==> src/rtl/sync_debounce_multi_pkg.sv <==
// Shared constants and helpers for the multi-channel synchronizer/debouncer.
// Imported by the channel filter and the top level.
package sync_debounce_multi_pkg;

    // Filter counter width; a one-sample filter still needs a 1-bit counter.
    function automatic int unsigned cnt_width(input int unsigned len);
        return (len <= 1) ? 1 : $clog2(len);
    endfunction

endpackage

==> src/rtl/sync_debounce_multi_if.sv <==
// Status-line bundle: async inputs and clear strobes in, debounced levels and events out.
interface sync_debounce_multi_if #(
    parameter int unsigned WIDTH = 1
);
    logic [WIDTH-1:0] sig_in;
    logic [WIDTH-1:0] sticky_clr;
    logic [WIDTH-1:0] sig_out;
    logic [WIDTH-1:0] rise;
    logic [WIDTH-1:0] fall;
    logic [WIDTH-1:0] sticky;

    modport master (
        output sig_in, sticky_clr,
        input  sig_out, rise, fall, sticky
    );

    modport slave (
        input  sig_in, sticky_clr,
        output sig_out, rise, fall, sticky
    );
endinterface

==> src/rtl/sync_debounce_chan.sv <==
// One-bit stable-count debounce with registered rise/fall strobes and a sticky change flag.
module sync_debounce_chan
    import sync_debounce_multi_pkg::*;
#(
    parameter int unsigned FILTER_LEN = 4,
    parameter bit          INIT_VAL   = 1'b0
) (
    input  logic clk,
    input  logic rst_n,
    input  logic s,
    input  logic sticky_clr,
    output logic sig_out,
    output logic rise,
    output logic fall,
    output logic sticky
);
    localparam int unsigned     CNT_W   = cnt_width(FILTER_LEN);
    localparam logic [CNT_W-1:0] CNT_MAX = CNT_W'(FILTER_LEN - 1);

    logic [CNT_W-1:0] cnt;
    logic             differ;
    logic             update;

    always_comb begin
        differ = s ^ sig_out;
        update = differ && (cnt == CNT_MAX);
    end

    always_ff @(posedge clk) begin
        if (!rst_n) begin
            sig_out <= INIT_VAL;
            cnt     <= '0;
            rise    <= 1'b0;
            fall    <= 1'b0;
            sticky  <= 1'b0;
        end else begin
            rise <= update & s;
            fall <= update & ~s;
            if (update)      cnt <= '0;
            else if (differ) cnt <= cnt + 1'b1;
            else             cnt <= '0;
            if (update) sig_out <= s;
            // An event in the same cycle as a clear must not be lost.
            if (update)          sticky <= 1'b1;
            else if (sticky_clr) sticky <= 1'b0;
        end
    end
endmodule

==> src/rtl/synchronizer.sv <==
// Multi-stage flop synchronizer for asynchronous level inputs.
// Synchronous active-high reset loads INIT_VAL into every stage.
module synchronizer #(
    parameter int unsigned          WIDTH            = 1,
    parameter int unsigned          STAGES           = 2,
    parameter logic [WIDTH-1:0]     INIT_VAL         = '0,
    parameter bit                   FALSE_PATH_TO_IN = 1'b1
) (
    input  logic             clk,
    input  logic             rst,
    input  logic [WIDTH-1:0] d,
    output logic [WIDTH-1:0] q
);
    logic [WIDTH-1:0] meta;
    logic [WIDTH-1:0] chain [STAGES-1];

    // The capture flop sits in a distinctly named block so timing constraints can anchor on it.
    if (FALSE_PATH_TO_IN) begin : g_fp_in
        always_ff @(posedge clk) begin
            if (rst) meta <= INIT_VAL;
            else     meta <= d;
        end
    end else begin : g_in
        always_ff @(posedge clk) begin
            if (rst) meta <= INIT_VAL;
            else     meta <= d;
        end
    end

    always_ff @(posedge clk) begin
        if (rst) begin
            for (int unsigned i = 0; i < STAGES - 1; i++) chain[i] <= INIT_VAL;
        end else begin
            chain[0] <= meta;
            for (int unsigned i = 1; i < STAGES - 1; i++) chain[i] <= chain[i-1];
        end
    end

    assign q = chain[STAGES-2];
endmodule

==> src/rtl/sync_debounce_multi.sv <==
// WIDTH independent async status lines: synchronize, debounce, and flag edges per channel.
// Channels are not coherent with each other.
module sync_debounce_multi
    import sync_debounce_multi_pkg::*;
#(
    parameter int unsigned      WIDTH       = 1,
    parameter int unsigned      STAGES      = 2,
    parameter logic [WIDTH-1:0] INITIAL_VAL = '0,
    parameter int unsigned      FILTER_LEN  = 4
) (
    input  logic                  clk,
    input  logic                  rst_n,
    sync_debounce_multi_if.slave  bus
);
    logic             rst;
    logic [WIDTH-1:0] s;
    logic [WIDTH-1:0] sig_out_w;
    logic [WIDTH-1:0] rise_w;
    logic [WIDTH-1:0] fall_w;
    logic [WIDTH-1:0] sticky_w;

    assign rst = ~rst_n;

    synchronizer #(
        .WIDTH            (WIDTH),
        .STAGES           (STAGES),
        .INIT_VAL         (INITIAL_VAL),
        .FALSE_PATH_TO_IN (1'b1)
    ) u_sync (
        .clk (clk),
        .rst (rst),
        .d   (bus.sig_in),
        .q   (s)
    );

    for (genvar i = 0; i < WIDTH; i++) begin : g_chan
        sync_debounce_chan #(
            .FILTER_LEN (FILTER_LEN),
            .INIT_VAL   (INITIAL_VAL[i])
        ) u_chan (
            .clk        (clk),
            .rst_n      (rst_n),
            .s          (s[i]),
            .sticky_clr (bus.sticky_clr[i]),
            .sig_out    (sig_out_w[i]),
            .rise       (rise_w[i]),
            .fall       (fall_w[i]),
            .sticky     (sticky_w[i])
        );
    end

    assign bus.sig_out = sig_out_w;
    assign bus.rise    = rise_w;
    assign bus.fall    = fall_w;
    assign bus.sticky  = sticky_w;
endmodule
==> src/flat_wrapper.sv <==
// flat-port wrapper written by rule: the top's interface ports become plain ports
module sync_debounce_multi_flat import sync_debounce_multi_pkg::*;
#(
    parameter int unsigned      WIDTH       = 1,
    parameter int unsigned      STAGES      = 2,
    parameter logic [WIDTH-1:0] INITIAL_VAL = '0,
    parameter int unsigned      FILTER_LEN  = 4
)
  (clk, rst_n, bus_sig_in, bus_sticky_clr, bus_sig_out, bus_rise, bus_fall, bus_sticky);
  sync_debounce_multi_if #(.WIDTH(WIDTH)) bus_i ();
  input  logic clk;
  input  logic rst_n;
  input wire logic [$bits(bus_i.sig_in)-1:0] bus_sig_in;
  input wire logic [$bits(bus_i.sticky_clr)-1:0] bus_sticky_clr;
  output wire logic [$bits(bus_i.sig_out)-1:0] bus_sig_out;
  output wire logic [$bits(bus_i.rise)-1:0] bus_rise;
  output wire logic [$bits(bus_i.fall)-1:0] bus_fall;
  output wire logic [$bits(bus_i.sticky)-1:0] bus_sticky;
  assign bus_i.sig_in = bus_sig_in;
  assign bus_i.sticky_clr = bus_sticky_clr;
  assign bus_sig_out = bus_i.sig_out;
  assign bus_rise = bus_i.rise;
  assign bus_fall = bus_i.fall;
  assign bus_sticky = bus_i.sticky;
  sync_debounce_multi #(.WIDTH(WIDTH), .STAGES(STAGES), .INITIAL_VAL(INITIAL_VAL), .FILTER_LEN(FILTER_LEN)) u_core (.clk(clk), .rst_n(rst_n), .bus(bus_i));
endmodule
==> config.mk <==
export PLATFORM = sky130hd
export DESIGN_NAME = sync_debounce_multi_flat
export DESIGN_NICKNAME = d
export VERILOG_FILES = /design/src/rtl/sync_debounce_multi_pkg.sv /design/src/rtl/sync_debounce_multi_if.sv /design/src/rtl/sync_debounce_chan.sv /design/src/rtl/synchronizer.sv /design/src/rtl/sync_debounce_multi.sv /design/src/flat_wrapper.sv
export SDC_FILE = /design/constraint.sdc
export NUM_CORES = 1
export LEC_CHECK = 0
export CAP_MARGIN = 20
export CELL_PAD_IN_SITES_DETAIL_PLACEMENT = 0
export CELL_PAD_IN_SITES_GLOBAL_PLACEMENT = 1
export CORE_AREA = 3 3 40 42
export DETAILED_ROUTE_END_ITERATION = 7
export DIE_AREA = 0 0 43 45
export GPL_TIMING_DRIVEN = 1
export HOLD_SLACK_MARGIN = 0.03
export PLACE_DENSITY = 0.56
export SYNTH_ARGS = -nofsm -noshare
export SYNTH_HDL_FRONTEND = slang
export SYNTH_SLANG_ARGS = --single-unit
==> constraint.sdc <==
create_clock -name clk -period 0.9 [get_ports clk]
set_input_delay 0.18 -clock clk [delete_from_list [all_inputs] [get_ports clk]]
set_output_delay 0.18 -clock clk [all_outputs]
set_load 0.005 [all_outputs]
==> metrics.csv, run 1 <==
stage,metric,value,unit
synthesis,synth_edf_count,0,
final_layout,final_area,442,um2
routing,wl_per_cell,10.0,um
grt,use_met3,0.0478,
final_layout,area_growth,68.1,%
place,place.detailed.hpwl,381,um
grt,grt-ovfl-total,0,
worst_setup_path,max_stage_delay,0.32,ns
die,die_w,43,um
worst_setup_path,crit_path_end_kind,flop,
clocking,cts_tree,done,
routing,drt-total-wl,500,um
synthesis,syn_inst,21,
final_layout,fillers,125,
die,die-area,0.00194,mm2
routing,vias,207,
worst_setup_path,critPathSlowestCell,dfxtp_2,
run,maxCapViolCount,0,
final_layout,layout.nets,42,
clocking,numCtsBuffers,3,
power_and_ir_drop,irDropWorstVdd,0.563,mV
sta,fmax,1.06,GHz
power_and_ir_drop,power_density,1490,mW/mm2
synthesis,yosysSeqAreaShare,0.610,
synthesis,synthFlopType,dfxtp_1,
final_layout,num_antenna_cells,0,
final_layout,drive_gt1_frac,0.600,
routing,drc,0,
worst_setup_path,path_max_fanout,3,
grt,antenna_found_initial,0,
die,row_count,13,
synthesis,yosys.area.top_type,dfxtp_1,
synthesis,synth_area,263,um2
worst_setup_path,cp_num_buf_inv,1,
grt,grt_max_degree,6,
synthesis,syn_nets,26,
place,dpl_cell_area,374,um2
synthesis,ys_ff_latch,8,
sta,tightest_slew,0.205,ns
place,dp_slack,-0.233,ns
die,die_h,45,um
sta,layout_min_cycle_time,0.945,ns
synthesis,ys_top_cells_by_count,"dfxtp_1, and2_1, nor3b_1",
run_status,status,finished with violations,
power_and_ir_drop,p_leak,0.168,nW
routing,ant_nets,0,
die,start_util,0.204,
sta,finalSetupViolCount,1,
clocking,path_clk_slew,0.05,ns
sta,slew_headroom,0.863,
die,pin_count,8,
grt,groute.usage.overall,0.0577,
run_status,violations,setup timing,
worst_setup_path,critPathTopFamily,flip-flops,
routing,drt_iter0_markers,3,
grt,grtUsageMet1,0.0611,
synthesis,synthTopCellsByArea,"dfxtp_1, nor3b_1, and2_1, and4bb_2, ha_1",
clocking,cts_sinks,8,
worst_setup_path,startpoint_type,flop,
sta,slew_violations,0,
sta,rsz0062_at_grt,true,
worst_setup_path,timing.critical_path.arrival,1.08,ns
place,gp_congestion,0.688,
clocking,htreeDepth,1,
grt,grt_pass1_vias,195,
place,io_buffers,7,
routing,via_per_inst,4.14,
die,coreArea,0.00128,mm2
sta,fin_crit_sh,1.05,
synthesis,yosys_warnings,0,
synthesis,async_reset_ff_frac,0,
worst_setup_path,critPathRequiredTime,1.03,ns
sta,setup_ws,-0.0455,ns
synthesis,synth_most_common_cell,dfxtp_1,
grt,use_met2,0.0868,
worst_setup_path,cp_cell_sequence,buf_6 > xnor2_4 > and4bb_2,
sta,fin_skew,0.00438,ns
synthesis,synth_cell_types,12,
clocking,clk_path_buf_depth,2,
clocking,cts-root-buf,clkbuf_4,
grt,grt_pass1_wl,793,um
worst_hold_path,hold_path.class,reg -> reg,
synthesis,synth_area_per_cell,12.5,um2
routing,drtPass1Iterations,2,
worst_setup_path,path_class,reg -> reg,
synthesis,netlist.area_leader.share,0.610,
sta,finalHoldViolCount,0,
clocking,clk_latency,0.24,ns
grt,busiest_layer,met2,
what timing repair did:
| item | CTS | global route |
|---|---|---|
| hold buffers | 0 | 0 |
| resized for setup | 24 | 4 |
| setup buffers | 1 | 0 |
| pin swaps | 3 | 1 |
| gates cloned | 0 | 0 |
| setup endpoints to repair | 10 | 6 |
stage by stage:
stage               hold slack (ns)   util  power (mW)  TNS [ns]  cells
global route                  0.452  0.344       0.705   -0.0857     50
detailed placement            0.427  0.291       0.401     -1.77     46
finish                        0.439  0.344       0.660   -0.0455     50
floorplan                     0.302      -       0.378         0     21
CTS                           0.448  0.332       0.676   -0.0471     50
global placement              0.414  0.291       0.401     -1.64     46
power by group:
part / leakage, nW / total, mW / switching (mW) / internal (mW)
Clock: 0.0138 / 0.258 / 0.106 / 0.152
Combinational: 0.0874 / 0.0367 / 0.00984 / 0.0268
Sequential: 0.0664 / 0.365 / 0.00476 / 0.361
Total: 0.168 / 0.660 / 0.121 / 0.539
logic make-up after synthesis:
kind of cell,synth area share
flops,0.610
simple gates,0.252
mux,0.0381
xor+xnor,0.0333
compound gates,0.0190
fa+ha+maj,0.0476
layout by cell type, fill, tap and decap left out:
cell type        netlist  final
nor3b_2                0      2
and2_1                 2      2
o21ai_0                1      1
dfxtp_2                0      3
clkdlybuf4s50_1        0      3
mux2i_1                1      1
dfxtp_1                8      5
nand3b_1               1      1
xnor2_4                0      1
clkbuf_4               0      3
nand2_2                0      1
buf_4                  0      3
nor2b_1                1      1
ha_4                   0      1
and4bb_2               1      1
buf_2                  0      4
buf_6                  0      1
nor4b_2                0      1
worst paths after layout:
check	start	endpoint	slack, ns	cells past startpoint
max reg2reg	u_core.g_chan[0].u_chan.sig_out$_SDFFE_PN0P_	u_core.g_chan[0].u_chan.cnt[1]$_SDFF_PP0_	-0.05	3
min	u_core.u_sync.meta$_SDFF_PN0_	u_core.u_sync.chain[0]$_DFF_P_	0.44	1
min reg2reg	u_core.u_sync.meta$_SDFF_PN0_	u_core.u_sync.chain[0]$_DFF_P_	0.44	1
max	u_core.g_chan[0].u_chan.sig_out$_SDFFE_PN0P_	u_core.g_chan[0].u_chan.cnt[1]$_SDFF_PP0_	-0.05	3
sequential cells by signal (all words and copies together) (netlist names):
signal	count
u_core.u_sync.chain	1
u_core.g_chan.u_chan.sticky	1
u_core.g_chan.u_chan.sig_out	1
u_core.g_chan.u_chan.cnt	2
u_core.g_chan.u_chan.rise	1
u_core.g_chan.u_chan.fall	1
u_core.u_sync.meta	1
area by class of cell:
| class | instances | area (um2) | area share |
|---|---|---|---|
| tap | 15 | 18.8 | 0.0425 |
| clock buffer | 3 | 22.5 | 0.0510 |
| sequential | 8 | 164 | 0.371 |
| timing repair buffer | 11 | 83.8 | 0.190 |
| multi-input combinational | 13 | 153 | 0.346 |
per-layer routing:
layer  vias up  wire length (um)  part of all wire
met4         0                 0                 0
li1        105                 -                 -
met3         0                31             0.062
met5         -                 0                 0
met2         5               251              0.50
met1        97               218              0.44
Power figures use the tool's default switching activity.
==> run 2: changes to the inputs <==
Settings changed: GPL_ROUTABILITY_DRIVEN from default to 0.
==> results of run 2 <==
Same layout as run 1: the final DEF is identical, and so are final timing and power.
==> run 3: changes to the inputs <==
Settings changed: CAP_MARGIN 20 to default.
==> results of run 3 <==
Same layout as run 1: the final DEF is identical, and so are final timing and power.
